### config.mk
export PLATFORM = sky130hd
export DESIGN_NAME = jk_down_counter
export DESIGN_NICKNAME = d
export VERILOG_FILES = /design/src/rtl/jk_down_counter.sv
export SDC_FILE = /design/constraint.sdc
export NUM_CORES = 1
export LEC_CHECK = 0
export CAP_MARGIN = 20
export CELL_PAD_IN_SITES_DETAIL_PLACEMENT = 1
export CELL_PAD_IN_SITES_GLOBAL_PLACEMENT = 2
export CORE_MARGIN = 4
export CORE_UTILIZATION = 20
export CTS_CLUSTER_SIZE = 25
export DETAILED_ROUTE_END_ITERATION = 6
export PLACE_DENSITY_LB_ADDON = 0.12
export SLEW_MARGIN = 20
export SYNTH_ARGS = -nofsm -noshare
export SYNTH_HDL_FRONTEND = slang
export SYNTH_HIERARCHICAL = 1
export SYNTH_SLANG_ARGS = --single-unit
### constraint.sdc
create_clock -name clk -period 1.62 [get_ports clk]
set_clock_uncertainty 0.15 [all_clocks]
set_input_delay 0.162 -clock clk [delete_from_list [all_inputs] [get_ports clk]]
set_output_delay 0.162 -clock clk [all_outputs]
set_load 0.03 [all_outputs]
### src/rtl/jk_down_counter.sv
// -----------------------------------------------------------------------------
// jk_down_counter
//
// Loadable down-counter built from per-bit JK flip-flop cells. Used as a
// programmable timer / event divider: load a start value, decrement once per
// enabled cycle, then either wrap to all-ones or halt at zero. A registered,
// one-cycle terminal-count pulse (tc) marks every 1->0 step caused by a
// decrement.
//
// This file holds two modules:
//   jk_ff            single positive-edge JK cell with asynchronous clear
//   jk_down_counter  top level: controller FSM, JK steering, tc pipeline
//
// jk_down_counter ports:
//   clk         in   rising-edge clock, the only clock
//   reset_n     in   asynchronous active-low reset
//   load        in   synchronous load of load_value (wins over enable)
//   load_value  in   [WIDTH-1:0] start value captured on load
//   enable      in   count enable, one decrement per cycle while high
//   wrap        in   1 = wrap 0 -> all-ones, 0 = halt at 0 (sampled each cycle)
//   count       out  [WIDTH-1:0] current value (JK cell Q outputs)
//   zero        out  combinational, high when count == 0
//   tc          out  registered terminal-count pulse, one cycle wide
//   halted      out  high while the controller is in HALT
//   dbg_state   out  [1:0] raw controller state (0 IDLE, 1 COUNT, 2 HALT)
// -----------------------------------------------------------------------------

// -----------------------------------------------------------------------------
// jk_ff: one JK flip-flop cell.
//   i_clk      rising-edge clock
//   i_reset_n  asynchronous active-low clear
//   i_j, i_k   J/K inputs (11 toggle, 10 set, 01 clear, 00 hold)
//   o_q        cell output
// -----------------------------------------------------------------------------
module jk_ff (
  input  logic i_clk,
  input  logic i_reset_n,
  input  logic i_j,
  input  logic i_k,
  output logic o_q
);

  logic r_q;

  always_ff @(posedge i_clk or negedge i_reset_n) begin
    if (!i_reset_n) begin
      r_q <= 1'b0;
    end else begin
      case ({i_j, i_k})
        2'b01:   r_q <= 1'b0;
        2'b10:   r_q <= 1'b1;
        2'b11:   r_q <= ~r_q;
        default: r_q <= r_q;
      endcase
    end
  end

  assign o_q = r_q;

endmodule

// -----------------------------------------------------------------------------
// jk_down_counter: top level.
// -----------------------------------------------------------------------------
module jk_down_counter #(
  parameter int WIDTH = 4
) (
  input  logic             clk,
  input  logic             reset_n,
  input  logic             load,
  input  logic [WIDTH-1:0] load_value,
  input  logic             enable,
  input  logic             wrap,
  output logic [WIDTH-1:0] count,
  output logic             zero,
  output logic             tc,
  output logic             halted,
  output logic [1:0]       dbg_state
);

  localparam logic [1:0] S_IDLE  = 2'd0;
  localparam logic [1:0] S_COUNT = 2'd1;
  localparam logic [1:0] S_HALT  = 2'd2;

  // Controller and tc pipeline registers
  logic [1:0] r_state;
  logic [1:0] w_state_nxt;
  logic       r_tc_pend;   // a decrement just produced 1 -> 0
  logic       r_tc;        // pulse output, one cycle behind r_tc_pend

  // Datapath wires
  logic [WIDTH-1:0] w_count;
  logic [WIDTH-1:0] w_j;
  logic [WIDTH-1:0] w_k;
  logic [WIDTH-1:0] w_borrow;     // bits below i are all zero
  logic             w_zero;
  logic             w_one;
  logic             w_load_halt;  // a load that lands directly in HALT
  logic             w_stall_zero; // at zero, asked to count, not wrapping
  logic             w_dec;        // a decrement is applied this cycle

  // ---------------------------------------------------------------------------
  // Count value decode
  // ---------------------------------------------------------------------------
  assign w_zero = (w_count == '0);
  assign w_one  = (w_count == WIDTH'(1));

  // ---------------------------------------------------------------------------
  // Control qualifiers. Priority inside a cycle is load, then enable; enable
  // only matters in COUNT. At zero without wrap the controller parks in HALT
  // instead of decrementing, so the count never leaves 0 in that case.
  // ---------------------------------------------------------------------------
  assign w_load_halt  = (load_value == '0) && !wrap;
  assign w_stall_zero = !load && (r_state == S_COUNT) && enable &&
                        w_zero && !wrap;
  assign w_dec        = !load && (r_state == S_COUNT) && enable &&
                        !(w_zero && !wrap);

  // ---------------------------------------------------------------------------
  // Borrow chain: bit i toggles on a decrement when every lower bit is 0.
  // Bit 0 has no lower bits, so it always toggles. From all-zeros every bit
  // toggles, which is exactly the wrap to all-ones.
  // ---------------------------------------------------------------------------
  always_comb begin
    w_borrow    = '0;
    w_borrow[0] = 1'b1;
    for (int i = 1; i < WIDTH; i++) begin
      w_borrow[i] = w_borrow[i-1] & ~w_count[i-1];
    end
  end

  // ---------------------------------------------------------------------------
  // JK steering. Load forces each cell with J=value, K=~value (set or clear);
  // a decrement drives J=K=borrow (toggle or hold); otherwise all cells hold.
  // ---------------------------------------------------------------------------
  always_comb begin
    w_j = '0;
    w_k = '0;
    if (load) begin
      w_j = load_value;
      w_k = ~load_value;
    end else if (w_dec) begin
      w_j = w_borrow;
      w_k = w_borrow;
    end
  end

  for (genvar gi = 0; gi < WIDTH; gi++) begin : g_bit
    jk_ff u_cell (
      .i_clk     (clk),
      .i_reset_n (reset_n),
      .i_j       (w_j[gi]),
      .i_k       (w_k[gi]),
      .o_q       (w_count[gi])
    );
  end

  // ---------------------------------------------------------------------------
  // Controller FSM. Load retargets from any state; a zero load without wrap
  // goes straight to HALT so no tc can ever come from a load.
  // ---------------------------------------------------------------------------
  always_comb begin
    w_state_nxt = r_state;
    if (load) begin
      w_state_nxt = w_load_halt ? S_HALT : S_COUNT;
    end else begin
      case (r_state)
        S_IDLE:  w_state_nxt = S_IDLE;
        S_COUNT: w_state_nxt = w_stall_zero ? S_HALT : S_COUNT;
        S_HALT:  w_state_nxt = S_HALT;
        default: w_state_nxt = S_IDLE;
      endcase
    end
  end

  always_ff @(posedge clk or negedge reset_n) begin
    if (!reset_n) begin
      r_state <= S_IDLE;
    end else begin
      r_state <= w_state_nxt;
    end
  end

  // ---------------------------------------------------------------------------
  // Terminal count. The 1 -> 0 decrement is captured at the edge that makes
  // it, then registered once more so tc is high for the cycle following the
  // first cycle at zero. Only a decrement from 1 arms it, so wrapping from 0
  // and loading 0 never produce a pulse.
  // ---------------------------------------------------------------------------
  always_ff @(posedge clk or negedge reset_n) begin
    if (!reset_n) begin
      r_tc_pend <= 1'b0;
      r_tc      <= 1'b0;
    end else begin
      r_tc_pend <= w_dec && w_one;
      r_tc      <= r_tc_pend;
    end
  end

  // ---------------------------------------------------------------------------
  // Outputs
  // ---------------------------------------------------------------------------
  assign count     = w_count;
  assign zero      = w_zero;
  assign tc        = r_tc;
  assign halted    = (r_state == S_HALT);
  assign dbg_state = r_state;

endmodule

# --- After elaboration in Yosys (flattened, before gate mapping) ---
# Index checks and enable logic that the tools add are counted.
word_totals:
  register_bits: 8
  in_bits: 9
  out_inout_bits: 9
classes:
  bitwise_logic: 7
  eq_ne: 15
  n_mux: 11
  n_reduce_logical: 17
ops:
  columns: ["op", "n"]
  rows:
  - ["$eq 2x2->1 const B", 9]
  - ["$mux 4", 3]
  - ["$pmux 1 s3", 4]
  - ["$reduce_bool 3->1", 4]
  - ["$eq 2x1->1 const B", 5]
  - ["$logic_and 1x1->1", 8]
  - ["$logic_not 4->1", 2]
  - ["$mux 2", 3]
  - ["$eq 4x1->1 const B", 1]
  - ["$not 1->1", 4]
  - ["$not 4->4", 1]
  - ["$pmux 2 s2", 1]
  - ["$logic_not 1->1", 3]
  - ["$and 1x1->1", 2]

# --- Logic depth before layout (Yosys ltp) ---
# Gate-level depths: netlist (run 1).
logic_depth:
  word_depth: 8
  mapped_depth: 7

# --- Cells and area by module ---
# The synthesis (run 1) kept the hierarchy.
modules_own_cells:
  columns: ["module", "n_inst", "cells_per_inst", "seq_area_each_um2", "area_per_inst_um2"]
  rows:
  - ["jk_down_counter", 1, 39, 100.1, 320.3]
  - ["jk_ff", 4, 3, 25.0, 33.8]

# --- Least setup slack after synthesis (run 1) ---
# No wires, ideal clock.
synth_path:
  path_kind: "reg2reg"
  start: "register g_bit[0].u_cell.r_q"
  end: "register g_bit[3].u_cell.r_q"
  t_required_ps: 1334
  path_stages_with_launch: 6
  t_arrival_ps: 1553
  setup_slack_ps: -219
  path_cell_list: "dfrtp_1 > or4_4 > o211ai_2 > o21ai_1 > nor2_1 > a21oi_1"
synth_via:
  elab_chain_cells: 8
  elab_cells_between_ends: 15
synth_lines:
  columns: ["item", "line", "source"]
  rows:
  - ["start, declared", "43", "logic r_q;"]
  - ["start signal, assigned", "52", "2'b11: r_q <= ~r_q;"]
  - ["start signal, assigned", "53", "default: r_q <= r_q;"]
  - ["$logic_not 4->1", "105", "assign w_zero = (w_count == '0);"]
  - ["$logic_and 1x1->1", "117", "!(w_zero && !wrap);"]
  - ["$logic_not 1->1", "117", null]
  - ["$logic_and 1x1->1", "116", "assign w_dec = !load && (r_state == S_COUNT) && enable &&"]
  - ["$mux 4 (*)", "142", "end else if (w_dec) begin"]
  - ["$mux 4 (*)", "139", "if (load) begin"]
  - ["named net w_j[3]", "93", "logic [WIDTH-1:0] w_j;"]
  - ["$eq 2x2->1 or $eq 2x1->1 (tied branches)", "49", "case ({i_j, i_k})"]
  - ["$pmux 1 s3 or $reduce_bool 3->1 (tied branches)", null, null]
  - ["end signal, assigned", "52", null]
  - ["end signal, assigned", "53", null]
  - ["end, declared", "43", null]
# The timed path passes the listed nets; every way through them passes the cells marked *.
# A chain may end at the register's enable or synchronous reset.

# --- Worst setup path in the final report (run 1) ---
layout_path:
  start: "register g_bit[1].u_cell.r_q"
  end: "output zero"
layout_via:
  elab_chain_cells: 1
layout_lines:
  columns: ["item", "line", "source"]
  rows:
  - ["start, declared", "43", null]
  - ["start signal, assigned", "52", null]
  - ["start signal, assigned", "53", null]
  - ["$logic_not 4->1", "105", null]
  - ["end, declared", "75", "output logic zero,"]
# Every way passes these cells.

==> impl_results.md, run 1 <==
- Outcome: complete, but fails checks
- Violated checks: setup timing
- Post-synthesis average cell area: 8.93 um2
- Num ports: 18
- Die W: 55.7 um
- Largest cells by area after synthesis: dfrtp_1 (44%), a21oi_1 (5.5%), ha_1 (5.5%)
- CP peak stage delay: 0.58 ns
- PnR Total Power: 864 uW
- Worst Setup End Kind: output port
- CP top delay family: simple AND/OR/NAND/NOR gates
- Worst-Margin Slew: 0.365 ns
- Area Growth Syn to Fin: 70.3%
- Post-synth top area share: 44.0%
- Grt ovf: 0
- CP max FO: 5
- Initial DRC count: 7
- Placed cell count: 104
- Clk Latency, worst-skew pair: 0.26 ns
- Via count: 473
- # rows: 17
- Reg2reg end: dbg_state[0]$_DFF_PN0_
- Vias per inst: 4.34
- Root Driver: clkbuf_4
- Sink Count: 8
- CTS tree: built
- WP data required: 1.31 ns
- PortBufs: 17
- DP HPWL: 1.14 mm
- Max Clock Freq: 0.565 GHz
- Worst slew margin: 75.6%
- CORE AREA: 0.00219 mm2
- Routed WL: 1.45 mm
- TritonCTS Buffers: 3
- Final hold violations: 0
- Final critical-path setup slack: -0.149 ns
- Max VDD drop: 0.494 mV
- FF-to-FF setup slack: -0.11 ns
- Net Count, Synth: 62
- CP Cell Sequence: or4_4 > inv_2 > buf_6
- CP max-delay cell: or4_4
- Arr. time, crit path: 1.46 ns
- Die area: 0.00310 mm2
- MaxCap Viol Count: 0
- Final slew viol count: 0
- Post-route ant nets: 0
- Cell Area, Synth: 455 um2
- Reg2reg path depth: 4
- Cells after Synth: 51
- Share of layout cells above drive strength 1: 28.4%
- Post-synthesis sequential area ratio: 44.0%
- Fill cells: 275
- Initial antenna violation count: 0
- Yosys reg bits: 8
- Post-layout net count: 93
- DR DRC count: 0
- Diodes inserted: 0
- Post-synth top area cell: dfrtp_1
- Post-layout util: 35.4%
- CP Launch Type: flip-flop
- RePlAce Congestion: 0.755
- R2r startpoint: g_bit[1].u_cell/o_q$_DFFE_PN0P_
- Maximum clock path buffer count: 2
- Final worst-path cycle share: 109%
- Drt wl/cell: 13.3 um
- Pin count of the biggest net entering global routing: 9
- First-pass GRT wire length: 2.45 mm
- Crit Path Class: reg2out
- Vias in the first global route: 524
- Leak pwr: 0.351 nW
- Type of the worst min-delay path: in2async
- Initial Util: 20.8%
- Setup violators final: 6
- Setup WS pre-CTS: -0.0988 ns
- CTS H-tree depth: 1
- Unrepaired setup endpoints after global routing: yes
- DR pass1 iterations: 2
- CP bufs+invs: 2
- Final non-filler cell total: 109
- CTS clk-pin slew, worst paths: 0.06 ns
- Cell variety after synth: 21
- Power per cell area: 1110 mW/mm2
- Tmin final: 1.77 ns
- Tot GR Track Use: 10.4%
- Syn. warnings: 6
- WHS: 0.0227 ns
- Die boundary height: 55.7 um
[repair_timing]
| action | CTS | global route |
|---|---|---|
| hold buffers | 0 | 0 |
| gates resized for setup | 8 | 6 |
| pin swaps | 1 | 10 |
| setup buffers | 0 | 1 |
| endpoints found under the setup margin | 12 | 7 |
[state kept, by name (all words and copies together) (netlist names)]
signal / cells
tc: 1
g_bit.u_cell/o_q: 4
r_tc_pend: 1
dbg_state: 2
[cells in the final DEF, fill, tap and decap left out, drive strengths merged]
| cell | netlist | layout |
|---|---|---|
| a21oi | 5 | 5 |
| a31o | 1 | 1 |
| and3b | 1 | 1 |
| buf | 0 | 11 |
| clkbuf | 0 | 4 |
| clkdlybuf4s50 | 0 | 9 |
| dfrtp | 8 | 8 |
| dlygate4sd2 | 0 | 6 |
| ha | 2 | 2 |
| inv | 6 | 6 |
| nand2 | 6 | 6 |
| nand2b | 1 | 1 |
| nand3b | 1 | 1 |
| nor2 | 6 | 6 |
| nor4 | 1 | 1 |
| o211ai | 1 | 1 |
| o21ai | 6 | 6 |
| o22ai | 1 | 1 |
| o311ai | 1 | 1 |
| o31ai | 1 | 1 |
| or2b | 1 | 1 |
| or4 | 2 | 2 |
[layout make-up]
type	instances	area (um2)	area share, %
multi-input cells	37	260	33.5
inverters	6	22.5	2.90
well taps	28	35.0	4.52
clock buffers	4	26.3	3.39
flip-flops and latches	8	203	26.1
repair buffers	26	229	29.5
[layer usage]
| layer | global-route usage, % | vias to the layer above | wire length, um |
|---|---|---|---|
| li1 | - | 239 | - |
| met1 | 12.1 | 220 | 585 |
| met2 | 17.7 | 12 | 792 |
| met3 | 2.32 | 2 | 56 |
| met4 | 5.21 | 0 | 18 |
| met5 | 0 | - | 0 |
[kinds of logic (layout without fill, tap and decap cells)]
group           after synthesis  after routing  synth area share [%]
compound gates               16             16                  23.6
fa+ha+maj                     2              2                  5.49
buf+inv                       6             36                  4.94
flops                         8              8                  44.0
simple gates                 19             19                  22.0
[where the power goes]
group	leakage [nW]	total, mW	internal, mW	switching, mW
Clock	0.0150	0.179	0.0953	0.0839
Combinational	0.241	0.416	0.171	0.244
Sequential	0.0949	0.270	0.244	0.0252
[metrics by stage]
step	TNS (ns)	instance area, um2
floorplan	-0.595	458
global placement	-0.256	718
detailed placement	-0.373	718
CTS	-0.545	741
global route	-1.02	776
finish	-0.539	776
[cell usage after synthesis]
cell and number:
a21oi_1 5, a31o_1 1, and3b_1 1, dfrtp_1 8, ha_1 2, inv_1 6, nand2_1 6, nand2b_1 1
nand3b_1 1, nor2_1 6, nor4_1 1, o211ai_2 1, o21ai_0 4, o21ai_1 1, o21ai_2 1, o22ai_1 1
o311ai_1 1, o31ai_2 1, or2b_1 1, or4_1 1, or4_4 1
[how the worst max path moves through the flow]
stage | startpoint | to | slack (ns) | cells past startpoint
after global routing | g_bit[2].u_cell/o_q$_DFFE_PN0P_ | g_bit[2].u_cell/o_q$_DFFE_PN0P_ | -0.20 | 5
final | g_bit[1].u_cell/o_q$_DFFE_PN0P_ | zero | -0.15 | 3
after floorplan | g_bit[1].u_cell/o_q$_DFFE_PN0P_ | g_bit[3].u_cell/o_q$_DFFE_PN0P_ | -0.15 | 5
after detailed placement | g_bit[1].u_cell/o_q$_DFFE_PN0P_ | g_bit[3].u_cell/o_q$_DFFE_PN0P_ | -0.1 | 5
after CTS | g_bit[0].u_cell/o_q$_DFFE_PN0P_ | zero | -0.15 | 3
after global placement | g_bit[1].u_cell/o_q$_DFFE_PN0P_ | g_bit[3].u_cell/o_q$_DFFE_PN0P_ | -0.09 | 5
No activity file was read; power rests on OpenSTA's default activity.
==> run 2: changes to the inputs <==
--- a/config.mk
+++ b/config.mk
@@ -9,9 +9,10 @@
 export CELL_PAD_IN_SITES_DETAIL_PLACEMENT = 1
 export CELL_PAD_IN_SITES_GLOBAL_PLACEMENT = 2
 export CORE_MARGIN = 4
-export CORE_UTILIZATION = 20
+export CORE_UTILIZATION = 28
 export CTS_CLUSTER_SIZE = 25
 export DETAILED_ROUTE_END_ITERATION = 6
+export DONT_BUFFER_PORTS = 1
 export PLACE_DENSITY_LB_ADDON = 0.12
 export SLEW_MARGIN = 20
 export SYNTH_ARGS = -nofsm -noshare
==> impl_results.md, run 2 (same netlist as run 1, synthesis figures left out) <==
- Outcome: complete, but fails checks
- Violated checks: setup timing
- Via count: 461 (-2.5%)
- Setup violators final: 7 (+1)
- Vias in the first global route: 527 (+0.57%)
- CTS tree: built
- Clk Latency, worst-skew pair: 0.26 ns (about the same)
- RePlAce Congestion: 0.740 (-2.1%)
- Reg2reg path depth: 4 (unchanged)
- TritonCTS Buffers: 3 (unchanged)
- Max VDD drop: 0.463 mV (-6.2%)
- Die W: 48.3 um (-13%)
- Worst slew margin: 73.0% (-2.6 points)
- Vias per inst: 5.36 (+24%)
- Tot GR Track Use: 13.7% (+3.3 points)
- CORE AREA: 0.00152 mm2 (-30%)
- Min-delay src: load_value[0]
- Root Driver: clkbuf_4
- Final slew viol count: 0 (unchanged)
- # rows: 14 (-3)
- Maximum clock path buffer count: 2 (unchanged)
- DR DRC count: 0 (unchanged)
- Post-route ant nets: 0 (unchanged)
- Leak pwr: 0.288 nW (-18%)
- Die area: 0.00234 mm2 (-25%)
- Worst-Margin Slew: 0.404 ns (+0.0393 ns)
- PortBufs: 0 (-17)
- Num ports: 18 (unchanged)
- Most common cell after layout, fill and taps aside: buf_4
- CP Launch Type: flip-flop
- Initial antenna violation count: 0 (unchanged)
- DP HPWL: 1.13 mm (-0.69%)
- Largest register FFs: 4 (unchanged)
- Post-layout net count: 82 (-12%)
- Die boundary height: 48.3 um (-13%)
- Final critical-path setup slack: -0.224 ns (-0.0751 ns)
- Worst Setup End Kind: flip-flop
- Commonest cells after routing, fill and taps aside: buf_4 (8), dlygate4sd3_1 (7), nand2_1 (6), nor2_1 (6), dfrtp_1 (6)
- Setup crit start: g_bit[1].u_cell/o_q$_DFFE_PN0P_
- Area Growth Syn to Fin: 42.0%
- Design area: 647 um2 (-17%)
- Diodes inserted: 0 (unchanged)
- CTS H-tree depth: 1 (unchanged)
- Pin count of the biggest net entering global routing: 9 (unchanged)
- Final hold violations: 0 (unchanged)
- Final worst-path cycle share: 114% (+4.6 points)
- DR pass1 iterations: 1 (-1)
- Reg2reg end: dbg_state[1]$_DFF_PN0_
- Tmin final: 1.84 ns (+0.0751 ns)
- Placed cell count: 74 (-29%)
- Type of the worst min-delay path: in2reg
- CP max FO: 5 (unchanged)
- Unrepaired setup endpoints after global routing: yes
- Power per cell area: 1230 mW/mm2 (+10%)
- Initial DRC count: 0 (-7)
- MaxCap Viol Count: 0 (unchanged)
- CP endpoint: dbg_state[1]$_DFF_PN0_
- Initial Util: 29.9% (+9.1 points)
- Share of layout cells above drive strength 1: 25.7% (-2.7 points)
- Max Clock Freq: 0.542 GHz (-4.1%)
- CTS clk-pin slew, worst paths: 0.07 ns (about the same)
- Grt ovf: 0 (unchanged)
- Final non-filler cell total: 86 (-21%)
- R2r startpoint: g_bit[1].u_cell/o_q$_DFFE_PN0P_
- WP data required: 1.66 ns (+0.35 ns)
- First-pass GRT wire length: 2.39 mm (-2.5%)
- Crit Path Class: reg2reg
- Arr. time, crit path: 1.88 ns (+0.42 ns)
- WHS: 0.00148 ns (-0.0212 ns)
- Routed WL: 1.54 mm (+6.1%)
- PnR Total Power: 794 uW (-8.1%)
- FF-to-FF setup slack: -0.22 ns (-0.11 ns)
- Sink Count: 8 (unchanged)
- Placement Cell Area: 531 um2 (-26%)
- Drt wl/cell: 17.9 um (+34%)
==> run 2: cell count changes in the layout (fill, tap and decap cells not counted) <==
cell	change
o21ai_1	-1
o21ai_4	-1
dlygate4sd3_1	+7
o21ai_0	+2
buf_6	-1
o311ai_1	+1
inv_2	-1
o311ai_2	-1
clkdlybuf4s50_1	-9
dlygate4sd2_1	-6
clkinvlp_4	+1
buf_4	-2
==> run 2: worst min-delay path by stage <==
stage / endpoint / slack [ns] / depth (start not counted)
floorplan: dbg_state[0]$_DFF_PN0_ / -0.28 / 0
global placement: dbg_state[0]$_DFF_PN0_ / -0.28 / 0
detailed placement: dbg_state[0]$_DFF_PN0_ / -0.28 / 0
CTS: g_bit[0].u_cell/o_q$_DFFE_PN0P_ / 0.006 / 4
global route: r_tc_pend$_DFF_PN0_ / 0.02 / 2
finish: g_bit[0].u_cell/o_q$_DFFE_PN0P_ / 0.001 / 4
==> run 2: power by group <==
part           switching, mW  internal (mW)  leakage (nW)
sequential            0.0295          0.244        0.0949
clock                 0.0806         0.0948        0.0150
combinational          0.227          0.118         0.179
==> run 2: layout make-up <==
cell class	count	area, um2
clock buffers	4	26.3
fillers	185	877
inverters	6	26.3
multi-input cells	37	241
flip-flops and latches	8	203
well taps	16	20.0
repair buffers	15	130
==> run 2: repair_timing <==
item                                    4_1_cts  5_1_grt
endpoints found under the setup margin        7        7
hold endpoints to repair                     13        0
resized for setup                             2        0
buffers inserted                              0        1
hold buffers                                  7        0
gates cloned                                  0        0
pin swaps                                     2        3
==> run 2: routing by layer <==
layer	GRT usage, %	vias up	wire length, um
li1	-	216	-
met1	14.2	221	596
met2	21.7	20	754
met3	5.83	4	149
met4	9.68	0	39
met5	0	-	0
==> run 2: through the flow <==
stage | util [%] | setup WS (ns) | setup TNS (ns)
after floorplan | - | -0.151 | -0.595
after global placement | 34.8 | -0.0628 | -0.148
after detailed placement | 34.8 | -0.115 | -0.391
after CTS | 42.0 | -0.144 | -0.688
after global routing | 42.4 | -0.225 | -1.28
final | 42.4 | -0.224 | -0.974
==> run 2: worst max-delay path, stage by stage (launching register included) <==
cell and delay, ns:
dfrtp_2 0.41, or4_4 0.61, buf_4 0.17, o31ai_2 0.24, a31o_1 0.19
==> run 3: changes to the inputs <==
--- a/config.mk
+++ b/config.mk
@@ -8,7 +8,7 @@
 export CAP_MARGIN = 20
 export CELL_PAD_IN_SITES_DETAIL_PLACEMENT = 1
 export CELL_PAD_IN_SITES_GLOBAL_PLACEMENT = 2
-export CORE_MARGIN = 4
+export CORE_MARGIN = 2
 export CORE_UTILIZATION = 28
 export CTS_CLUSTER_SIZE = 25
 export DETAILED_ROUTE_END_ITERATION = 6
==> impl_results.md, run 3 (same netlist as run 1, synthesis figures left out) <==
- Drt wl/cell: 17.6 um (-1.5%)
- Initial Util: 29.9% (unchanged)
- R2r startpoint: g_bit[1].u_cell/o_q$_DFFE_PN0P_
- CORE AREA: 0.00152 mm2 (unchanged)
- Initial antenna violation count: 0 (unchanged)
- Tmin final: 1.80 ns (-0.0471 ns)
- Clk Latency, worst-skew pair: 0.26 ns (about the same)
- Logic pwr share: 46.5% (+3.1 points)
- Final critical-path setup slack: -0.177 ns (+0.0471 ns)
- Crit Path Class: reg2reg
- Min-delay src: wrap
- Switching pwr: 350 uW (+3.9%)
- Most common cell after layout, fill and taps aside: buf_4
- Final worst-path cycle share: 111% (-2.9 points)
- CP Launch Type: flip-flop
- Vias per inst: 5.36 (about the same)
- RePlAce Congestion: 0.750 (+1.4%)
- CTS clk-pin slew, worst paths: 0.06 ns (about the same)
- Power per cell area: 1190 mW/mm2 (-3.4%)
- Setup violators final: 7 (unchanged)
- Violated checks: hold timing, setup timing
- Die W: 44.3 um (-8.3%)
- Root Driver: clkbuf_4
- Unrepaired setup endpoints after global routing: yes
- PortBufs: 0 (unchanged)
- Setup WS pre-CTS: -0.150 ns (-0.0346 ns)
- Max Clock Freq: 0.556 GHz (+2.6%)
- Post-route ant nets: 0 (unchanged)
- DR DRC count: 0 (unchanged)
- Final slew viol count: 0 (unchanged)
- WP data required: 1.67 ns (about the same)
- Setup crit start: g_bit[1].u_cell/o_q$_DFFE_PN0P_
- MaxCap Viol Count: 0 (unchanged)
- Via count: 456 (-1.1%)
- First-pass GRT wire length: 2.36 mm (-1.2%)
- Share of layout cells above drive strength 1: 31.9% (+6.2 points)
- Diodes inserted: 0 (unchanged)
- Post-layout net count: 82 (unchanged)
- Sw Share: 43.1% (+0.68 points)
- Clock Power Share: 20.1% (-2.0 points)
- CTS H-tree depth: 1 (unchanged)
- Area Growth Syn to Fin: 50.3%
- CP max FO: 5 (unchanged)
- Type of the worst min-delay path: in2reg
- Maximum clock path buffer count: 2 (unchanged)
- Pint: 462 uW (+1.0%)
- Die area: 0.00197 mm2 (-16%)
- Routed WL: 1.50 mm (-2.6%)
- Vias in the first global route: 532 (+0.95%)
- Die boundary height: 44.3 um (-8.3%)
- Worst Setup End Kind: flip-flop
- Outcome: complete, but fails checks
- Pin count of the biggest net entering global routing: 9 (unchanged)
- Max VDD drop: 0.450 mV (-2.7%)
- Sink Count: 8 (unchanged)
- DR pass1 iterations: 1 (unchanged)
- Commonest cells after routing, fill and taps aside: buf_4 (9), nand2_1 (6), nor2_1 (6), dfrtp_1 (6), dlygate4sd3_1 (6)
- Worst slew margin: 73.2% (+0.22 points)
- CTS tree: built
- Initial DRC count: 0 (unchanged)
- Grt ovf: 0 (unchanged)
- Arr. time, crit path: 1.85 ns (-0.03 ns)
- PnR Total Power: 812 uW (+2.3%)
- TritonCTS Buffers: 3 (unchanged)
- Tot GR Track Use: 17.9% (+4.2 points)
- # rows: 14 (unchanged)
- Largest register FFs: 4 (unchanged)
- WHS: -0.0106 ns (-0.0121 ns)
- Sequential power share: 33.4% (-1.1 points)
- Worst-Margin Slew: 0.401 ns (-0.00329 ns)
- Num ports: 18 (unchanged)
- Final hold violations: 1 (+1)
- Leak pwr: 0.302 nW (+4.8%)
-- run 3: cell count changes in the layout (fill, tap and decap cells not counted), sizes merged --
cell	before	now
dlygate4sd3	7	6
clkbuf	4	3
buf	8	9
-- run 3: timing repair --
| item | in CTS | in global routing |
|---|---|---|
| hold buffers | 5 | 1 |
| hold endpoints to repair | 11 | 1 |
| setup endpoints to repair | 6 | 7 |
| pin swaps | 7 | 4 |
| resized for setup | 5 | 5 |
| buffers inserted | 1 | 1 |
-- run 3: per-layer routing --
| layer | track usage (%) | up-vias | part of all wire [%] | wire (um) |
|---|---|---|---|---|
| met5 | 0 | - | 0 | 0 |
| met4 | 10.9 | 0 | 2.0 | 30 |
| met3 | 5.71 | 4 | 6.3 | 95 |
| met1 | 18.2 | 218 | 35 | 532 |
| met2 | 31.5 | 16 | 56 | 841 |
| li1 | - | 218 | - | - |
-- run 3: area by class of cell --
cell class	instances	area [um2]
multi-input cells	37	285
inverters	6	26.3
flip-flops and latches	8	203
fillers	183	840
repair buffers	15	128
clock buffers	3	22.5
well taps	16	20.0
-- run 3: path summary, 6_finish.rpt --
kind	end	slack [ns]	cells past startpoint
worst max-delay path	dbg_state[1]$_DFF_PN0_	-0.18	4
worst min-delay path	dbg_state[0]$_DFF_PN0_	-0.01	2
worst max register to register	dbg_state[1]$_DFF_PN0_	-0.18	4
worst min register to register	tc$_DFF_PN0_	0.20	0
max in group asynchronous	g_bit[0].u_cell/o_q$_DFFE_PN0P_	0.90	1
min in group asynchronous	dbg_state[0]$_DFF_PN0_	0.11	1
-- run 3: power groups by stage --
| stage | clock, mW | sequential, mW | combinational (mW) |
|---|---|---|---|
| finish | 0.163 | 0.272 | 0.377 |
| global route | 0.182 | 0.279 | 0.401 |
| CTS | 0.163 | 0.272 | 0.349 |
| detailed placement | 0 | 0.276 | 0.316 |
| global placement | 0 | 0.273 | 0.296 |
| floorplan | 0 | 0.381 | 0.0952 |
-- run 3: worst max-delay path: stages (launching register included) --
cell	delay, ns
dfrtp_2	0.40
or4_4	0.61
buf_4	0.17
o31ai_4	0.23
a31o_1	0.17
-- run 3: through the flow --
stage               hold slack (ns)  TNS [ns]  utilization [%]  instance area, um2  std cells
floorplan                    -0.284    -0.595                -                 458         51
global placement             -0.283    -0.151             34.8                 531         74
detailed placement           -0.283    -0.462             34.8                 531         74
CTS                         0.00116    -0.851             41.4                 631         83
global route                0.00766     -1.24             44.9                 684         85
finish                      -0.0106    -0.926             44.9                 684         85
